$ cat src/rtl/fft_bitrev_swap_if.sv
// Bus bundle tying the bit-reversal sequencer to its controller, the
// pair-representative ROM and the 1R/1W sample RAM.
interface fft_bitrev_swap_if #(
  parameter int AW = 6,
  parameter int DW = 32
);
  logic          start;
  logic          busy;
  logic          done;
  logic          rom_en;
  logic [5:0]    rom_addr;
  logic [8:0]    rom_dout;
  logic          mem_rd_en;
  logic [AW-1:0] mem_raddr;
  logic [DW-1:0] mem_rdata;
  logic          mem_we;
  logic [AW-1:0] mem_waddr;
  logic [DW-1:0] mem_wdata;

  // Sequencer side
  modport master (
    input  start, rom_dout, mem_rdata,
    output busy, done, rom_en, rom_addr,
           mem_rd_en, mem_raddr, mem_we, mem_waddr, mem_wdata
  );

  // Environment side (controller, ROM, sample RAM)
  modport slave (
    output start, rom_dout, mem_rdata,
    input  busy, done, rom_en, rom_addr,
           mem_rd_en, mem_raddr, mem_we, mem_waddr, mem_wdata
  );
endinterface

$ cat src/rtl/fft_bitrev_swap.sv
// In-place bit-reversal reorder of a 64-point sample buffer. Walks the
// pair-representative ROM and swaps x[i] with x[bitrev(i)] through a 1R/1W RAM.
module fft_bitrev_swap #(
  parameter int ROM_DEPTH = 35,
  parameter int AW        = 6,
  parameter int DW        = 32
) (
  input  logic              clk,
  input  logic              rst_n,
  fft_bitrev_swap_if.master bus
);

  typedef enum logic [3:0] {
    S_IDLE, S_ROM_RD, S_ROM_WAIT, S_RD_I, S_RD_J, S_WR_I, S_WR_J, S_NEXT, S_DONE
  } state_t;

  localparam logic [5:0] LAST_K = 6'(ROM_DEPTH - 1);

  state_t        state_q, state_d;
  logic [5:0]    k_q, k_d;
  logic [AW-1:0] i_q, i_d, j_q, j_d;
  logic [DW-1:0] tmp_i_q, tmp_i_d;

  // Output hold registers: address/data outputs keep their last driven value
  logic [5:0]    rom_addr_q, rom_addr_d;
  logic [AW-1:0] mem_raddr_q, mem_raddr_d;
  logic [AW-1:0] mem_waddr_q, mem_waddr_d;
  logic [DW-1:0] mem_wdata_q, mem_wdata_d;

  logic rom_en, mem_rd_en, mem_we, done;

  logic [AW-1:0] rom_i;
  logic          unused_rom_hi;

  // The table carries only the index in its low bits; upper bits are spare.
  assign rom_i         = bus.rom_dout[AW-1:0];
  assign unused_rom_hi = ^bus.rom_dout[8:AW];

  function automatic logic [AW-1:0] bitrev(input logic [AW-1:0] v);
    logic [AW-1:0] r;
    r = '0;
    for (int b = 0; b < AW; b++) r[b] = v[AW-1-b];
    return r;
  endfunction

  // State, index/data and output-hold registers
  always_ff @(posedge clk or negedge rst_n) begin
    if (!rst_n) begin
      state_q     <= S_IDLE;
      k_q         <= '0;
      i_q         <= '0;
      j_q         <= '0;
      tmp_i_q     <= '0;
      rom_addr_q  <= '0;
      mem_raddr_q <= '0;
      mem_waddr_q <= '0;
      mem_wdata_q <= '0;
    end else begin
      state_q     <= state_d;
      k_q         <= k_d;
      i_q         <= i_d;
      j_q         <= j_d;
      tmp_i_q     <= tmp_i_d;
      rom_addr_q  <= rom_addr_d;
      mem_raddr_q <= mem_raddr_d;
      mem_waddr_q <= mem_waddr_d;
      mem_wdata_q <= mem_wdata_d;
    end
  end

  // Next-state: palindromic indices skip the RAM phase entirely
  always_comb begin
    state_d = state_q;
    unique case (state_q)
      S_IDLE:     if (bus.start) state_d = S_ROM_RD;
      S_ROM_RD:   state_d = S_ROM_WAIT;
      S_ROM_WAIT: state_d = (rom_i == bitrev(rom_i)) ? S_NEXT : S_RD_I;
      S_RD_I:     state_d = S_RD_J;
      S_RD_J:     state_d = S_WR_I;
      S_WR_I:     state_d = S_WR_J;
      S_WR_J:     state_d = S_NEXT;
      S_NEXT:     state_d = (k_q == LAST_K) ? S_DONE : S_ROM_RD;
      S_DONE:     state_d = S_IDLE;
      default:    state_d = S_IDLE;
    endcase
  end

  // Index walk and pair capture; x[i] is parked in tmp_i while x[j] streams through
  always_comb begin
    k_d     = k_q;
    i_d     = i_q;
    j_d     = j_q;
    tmp_i_d = tmp_i_q;
    case (state_q)
      S_IDLE:     if (bus.start) k_d = '0;
      S_ROM_WAIT: begin
        i_d = rom_i;
        j_d = bitrev(rom_i);
      end
      S_RD_J:     tmp_i_d = bus.mem_rdata;
      S_NEXT:     if (k_q != LAST_K) k_d = k_q + 6'd1;
      default:    ;
    endcase
  end

  // Outputs: strobes per state, addresses/data held outside their states
  always_comb begin
    rom_en      = 1'b0;
    mem_rd_en   = 1'b0;
    mem_we      = 1'b0;
    done        = 1'b0;
    rom_addr_d  = rom_addr_q;
    mem_raddr_d = mem_raddr_q;
    mem_waddr_d = mem_waddr_q;
    mem_wdata_d = mem_wdata_q;
    case (state_q)
      S_ROM_RD: begin
        rom_en     = 1'b1;
        rom_addr_d = k_q;
      end
      S_RD_I: begin
        mem_rd_en   = 1'b1;
        mem_raddr_d = i_q;
      end
      S_RD_J: begin
        mem_rd_en   = 1'b1;
        mem_raddr_d = j_q;
      end
      S_WR_I: begin
        mem_we      = 1'b1;
        mem_waddr_d = i_q;
        mem_wdata_d = bus.mem_rdata;
      end
      S_WR_J: begin
        mem_we      = 1'b1;
        mem_waddr_d = j_q;
        mem_wdata_d = tmp_i_q;
      end
      S_DONE:  done = 1'b1;
      default: ;
    endcase
  end

  assign bus.busy      = (state_q != S_IDLE);
  assign bus.done      = done;
  assign bus.rom_en    = rom_en;
  assign bus.rom_addr  = rom_addr_d;
  assign bus.mem_rd_en = mem_rd_en;
  assign bus.mem_raddr = mem_raddr_d;
  assign bus.mem_we    = mem_we;
  assign bus.mem_waddr = mem_waddr_d;
  assign bus.mem_wdata = mem_wdata_d;

endmodule

$ cat src/flat_wrapper.sv
// flat-port wrapper written by rule: the top's interface ports become plain ports
module fft_bitrev_swap_flat 
#(
  parameter int ROM_DEPTH = 35,
  parameter int AW        = 6,
  parameter int DW        = 32
)
  (clk, rst_n, bus_start, bus_rom_dout, bus_mem_rdata, bus_busy, bus_done, bus_rom_en, bus_rom_addr, bus_mem_rd_en, bus_mem_raddr, bus_mem_we, bus_mem_waddr, bus_mem_wdata);
  fft_bitrev_swap_if #(.AW(AW), .DW(DW)) bus_i ();
  input  logic clk;
  input  logic rst_n;
  input wire logic [$bits(bus_i.start)-1:0] bus_start;
  input wire logic [$bits(bus_i.rom_dout)-1:0] bus_rom_dout;
  input wire logic [$bits(bus_i.mem_rdata)-1:0] bus_mem_rdata;
  output wire logic [$bits(bus_i.busy)-1:0] bus_busy;
  output wire logic [$bits(bus_i.done)-1:0] bus_done;
  output wire logic [$bits(bus_i.rom_en)-1:0] bus_rom_en;
  output wire logic [$bits(bus_i.rom_addr)-1:0] bus_rom_addr;
  output wire logic [$bits(bus_i.mem_rd_en)-1:0] bus_mem_rd_en;
  output wire logic [$bits(bus_i.mem_raddr)-1:0] bus_mem_raddr;
  output wire logic [$bits(bus_i.mem_we)-1:0] bus_mem_we;
  output wire logic [$bits(bus_i.mem_waddr)-1:0] bus_mem_waddr;
  output wire logic [$bits(bus_i.mem_wdata)-1:0] bus_mem_wdata;
  assign bus_i.start = bus_start;
  assign bus_i.rom_dout = bus_rom_dout;
  assign bus_i.mem_rdata = bus_mem_rdata;
  assign bus_busy = bus_i.busy;
  assign bus_done = bus_i.done;
  assign bus_rom_en = bus_i.rom_en;
  assign bus_rom_addr = bus_i.rom_addr;
  assign bus_mem_rd_en = bus_i.mem_rd_en;
  assign bus_mem_raddr = bus_i.mem_raddr;
  assign bus_mem_we = bus_i.mem_we;
  assign bus_mem_waddr = bus_i.mem_waddr;
  assign bus_mem_wdata = bus_i.mem_wdata;
  fft_bitrev_swap #(.ROM_DEPTH(ROM_DEPTH), .AW(AW), .DW(DW)) u_core (.clk(clk), .rst_n(rst_n), .bus(bus_i));
endmodule
$ cat config.mk
export PLATFORM = sky130hd
export DESIGN_NAME = fft_bitrev_swap_flat
export DESIGN_NICKNAME = d
export VERILOG_FILES = /design/src/rtl/fft_bitrev_swap_if.sv /design/src/rtl/fft_bitrev_swap.sv /design/src/flat_wrapper.sv
export SDC_FILE = /design/constraint.sdc
export NUM_CORES = 1
export LEC_CHECK = 0
export BUFFER_PORTS_ARGS = -buffer_cell sky130_fd_sc_hd__buf_2
export CAP_MARGIN = 20
export CORE_ASPECT_RATIO = 2
export CORE_MARGIN = 3
export CORE_UTILIZATION = 58
export DETAILED_ROUTE_END_ITERATION = 8
export HOLD_SLACK_MARGIN = 0.15
export MAX_ROUTING_LAYER = met4
export PLACE_DENSITY = 0.94
export SETUP_SLACK_MARGIN = 0.05
export SYNTH_ARGS = -nofsm -noshare
export SYNTH_HDL_FRONTEND = slang
export SYNTH_SLANG_ARGS = --single-unit
export TNS_END_PERCENT = 50
$ cat constraint.sdc
create_clock -name clk -period 3.1 [get_ports clk]
set_input_delay 0.31 -clock clk [delete_from_list [all_inputs] [get_ports clk]]
set_output_delay 0.31 -clock clk [all_outputs]
set_load 0.005 [all_outputs]
==> summary.md <==
| Metric | Value |
|---|---|
| Status | completed |
| Peak supply drop | 829.6 uV |
| CP Data Arrival Time | 2.29 ns |
| Maxcap violations | 0 |
| Synth warn | 0 |
| Post-synth EDFFs | 0 |
| Max_slew headroom | 61.97% |
| Worst-Margin Slew | 0.5705 ns |
| Clk_skew | 0.009032 ns |
| CTS Buffer Depth | 2 |
| Mapped Cells | 357 |
| Fmax | 383.9 MHz |
| DR pass1 iterations | 4 |
| Num Clock Sinks | 98 |
| Max incr delay on CP | 0.67 ns |
| Initial antenna violation count | 0 |
| Fin nets | 494 |
| Ys async rst share | 100.0% |
| Worst Path Max Fanout | 33 |
| Required @ worst endpoint | 2.79 ns |
| Pleak | 0.002437 uW |
| Inserted Clock Buffers | 9 |
| Synth Flop Type | dfrtp_1 |
| Num ports | 99 |
| Final setup violation count | 0 |
| Clk_lat worst skew | 0.34 ns |
| Gr ovfl total | 0 |
| Wire per inst | 17.87 um |
| RR Endpoint | u_core.tmp_i_q[22]$_DFFE_PN0P_ |
| CTS tree | done |
| Drt via density | 5.783 |
| Setup crit end | bus_mem_wdata[1] |
| Die width | 66.82 um |
| Hold Path Class | in -> reg |
| RSZ-0062 raised after global routing | false |
| Crit path time final | 2.605 ns |
| Core Util, Final | 72.89% |
| Max Slew Vio Count | 0 |
| Number of DRC markers in iteration 0 | 146 |
| Reg2reg path depth | 3 |
| Antenna Cells | 0 |
| Port Buffer Count | 95 |
| Placement Rows | 43 |
| Starting Density | 60.87% |
| DR DRC count | 0 |
| Die footprint | 8528 sq um |
| Critical-path cell list | and4bb_1, or2_1, buf_12, o21ai_1, buf_2 |
| Core footprint | 7048 sq um |
| H-tree Lvls | 3 |
| Pin count of the biggest net entering global routing | 41 |
| Final Hold Vio Count | 0 |
| Synthesized Nets | 403 |
| Worst-path clk slew | 0.06 ns |
| Power Density | 1143 nW/um^2 |
| Tcrit/Tclk final | 84.02% |
| Slowest cell on the critical path | dfrtp_1 |
| R2r setup slk | 0.98 ns |
| Yosys reg bits | 98 |
| Seq/Total Area, Yosys | 57.16% |
| Setup_tns | 0 ns |
| Vias | 3140 |
| Wirelength, routed | 9706 um |
| Die height | 127.6 um |
| Vias in the first global route | 3236 |
| Placer's final routability congestion estimate | 0.8462 |
| Crit start category | flip-flop |
| CP endpoint kind | primary output |
| Share of layout cells above drive strength 1 | 28.48% |
| Antenna Nets Post-Route | 0 |
| Hpwl dp | 6895 um |
| Global-route wire length before repair | 15410 um |
| Average size of a mapped cell | 12.02 sq um |
| Total Routing Usage GR | 24.97% |
| Synth unique cells | 42 |
| WS Path Type | reg -> out |
| Worst r2r src | u_core.state_q[2]$_DFFE_PN0P_ |
| Clock Tree Root | clkbuf_16 |
| Start point of the critical path | u_core.state_q[3]$_DFFE_PN0P_ |
| Area Growth Syn to Fin | 19.74% |
| Cell Area, Synth | 4290 sq um |
[report_power, final]
| part | switching [uW] | internal (uW) | total [uW] |
|---|---|---|---|
| combinational | 1340 | 1100 | 2440 |
| clock | 443 | 669 | 1110 |
| sequential | 409 | 1910 | 2320 |
| total | 2190 | 3680 | 5870 |
[metrics by stage]
| step | power (uW) | hold WS [ns] | std cells | area, sq um | setup WS [ns] |
|---|---|---|---|---|---|
| after floorplan | 3760 | 0.01441 | 357 | 4290 | 1.383 |
| final | 5872 | 0.1981 | 543 | 5137 | 0.4954 |
| after detailed placement | 4786 | 0.3157 | 526 | 4828 | 0.8802 |
| after global placement | 4614 | 0.3063 | 526 | 4828 | 0.9160 |
| after global routing | 6259 | 0.1941 | 543 | 5137 | 0.3790 |
| after CTS | 5912 | 0.1880 | 543 | 5137 | 0.4986 |
[placed cells by master, fill, tap and decap left out, types with 2 or more instances in the layout]
cell type | Yosys | final
mux2_1 | 44 | 44
nand3_1 | 4 | 4
nor3_1 | 2 | 2
a21oi_1 | 3 | 3
nand2b_1 | 2 | 2
and4bb_1 | 2 | 2
xnor2_1 | 3 | 3
dfrtp_1 | 98 | 98
buf_2 | 11 | 94
clkbuf_8 | 0 | 2
o21ai_1 | 38 | 38
o211ai_1 | 5 | 5
nand2_1 | 3 | 3
o21ai_2 | 6 | 6
buf_4 | 6 | 7
or4_1 | 3 | 3
inv_1 | 50 | 50
a22oi_1 | 44 | 44
clkbuf_16 | 0 | 9
or2_1 | 2 | 2
o21ai_0 | 3 | 3
clkbuf_1 | 5 | 3
ha_1 | 2 | 2
[registers in the layout, indices dropped and copies added, names as in the netlist]
register and count:
u_core.mem_wdata_q 32, u_core.tmp_i_q 32, u_core.k_q 6, u_core.mem_raddr_q 6, u_core.mem_waddr_q 6, u_core.rom_addr_q 6
u_core.j_q 5, u_core.state_q 4, u_core.i_q 1
[timing repair]
action,in CTS,in global routing
endpoints found under the hold margin,38,0
hold buffers,1,0
buffers inserted,0,0
resized for setup,0,0
[routing by layer]
metal  track usage [%]  share of wire (%)
met1             27.14                 38
met4             11.98                3.0
met3             4.661                4.3
met5                 -                  0
met2             42.74                 55
[cell type report]
class / instances / area (sq um)
clock inverters: 2 / 35.03
repair buffers: 103 / 553.0
clock buffers: 14 / 264.0
fillers: 453 / 1911
well taps: 90 / 112.6
inverters: 50 / 187.7
multi-input cells: 186 / 1533
flip-flops and latches: 98 / 2452
[synthesized netlist by cell type (2+ instances only)]
library cell  number  area (sq um)
o21ai_0            3         15.01
nand2b_1           2         12.51
o21ai_2            6         52.55
buf_4              6         45.04
mux2_1            44         495.5
nor3_1             2         10.01
or2_1              2         12.51
clkbuf_1           5         18.77
inv_1             50         187.7
ha_1               2         25.02
o211ai_1           5         37.54
a21oi_1            3         15.01
dfrtp_1           98          2452
and4bb_1           2         25.02
o21ai_1           38         190.2
nand2_1            3         11.26
a22oi_1           44         330.3
buf_2             11         55.05
or4_1              3         22.52
nand3_1            4         20.02
xnor2_1            3         26.28
[kinds of logic after synthesis]
family / count (synthesis) / synth area share, %
compound gates: 108 / 17.03
xor+xnor: 3 / 0.6125
fa+ha+maj: 2 / 0.5832
buf+inv: 73 / 7.320
flops: 98 / 57.16
mux: 44 / 11.55
simple gates: 29 / 5.745
[worst max-delay path: cells and delay by family (launching register included)]
kind / cells / cell delay (ns)
flops: 1 / 0.67
simple gates: 2 / 0.63
buf+inv: 2 / 0.39
compound gates: 1 / 0.25
[worst min-delay path by stage]
stage | from | end | slack [ns] | cells after the start
finish | bus_mem_rdata[6] | u_core.tmp_i_q[6]$_DFFE_PN0P_ | 0.20 | 2
global route | bus_mem_rdata[16] | u_core.tmp_i_q[16]$_DFFE_PN0P_ | 0.19 | 2
CTS | bus_mem_rdata[6] | u_core.tmp_i_q[6]$_DFFE_PN0P_ | 0.19 | 2
detailed placement | rst_n | u_core.k_q[5]$_DFFE_PN0P_ | 0.32 | 1
global placement | rst_n | u_core.k_q[1]$_DFFE_PN0P_ | 0.31 | 1
floorplan | rst_n | u_core.i_q[0]$_DFFE_PN0P_ | 0.01 | 0
Power figures use the tool's default switching activity.
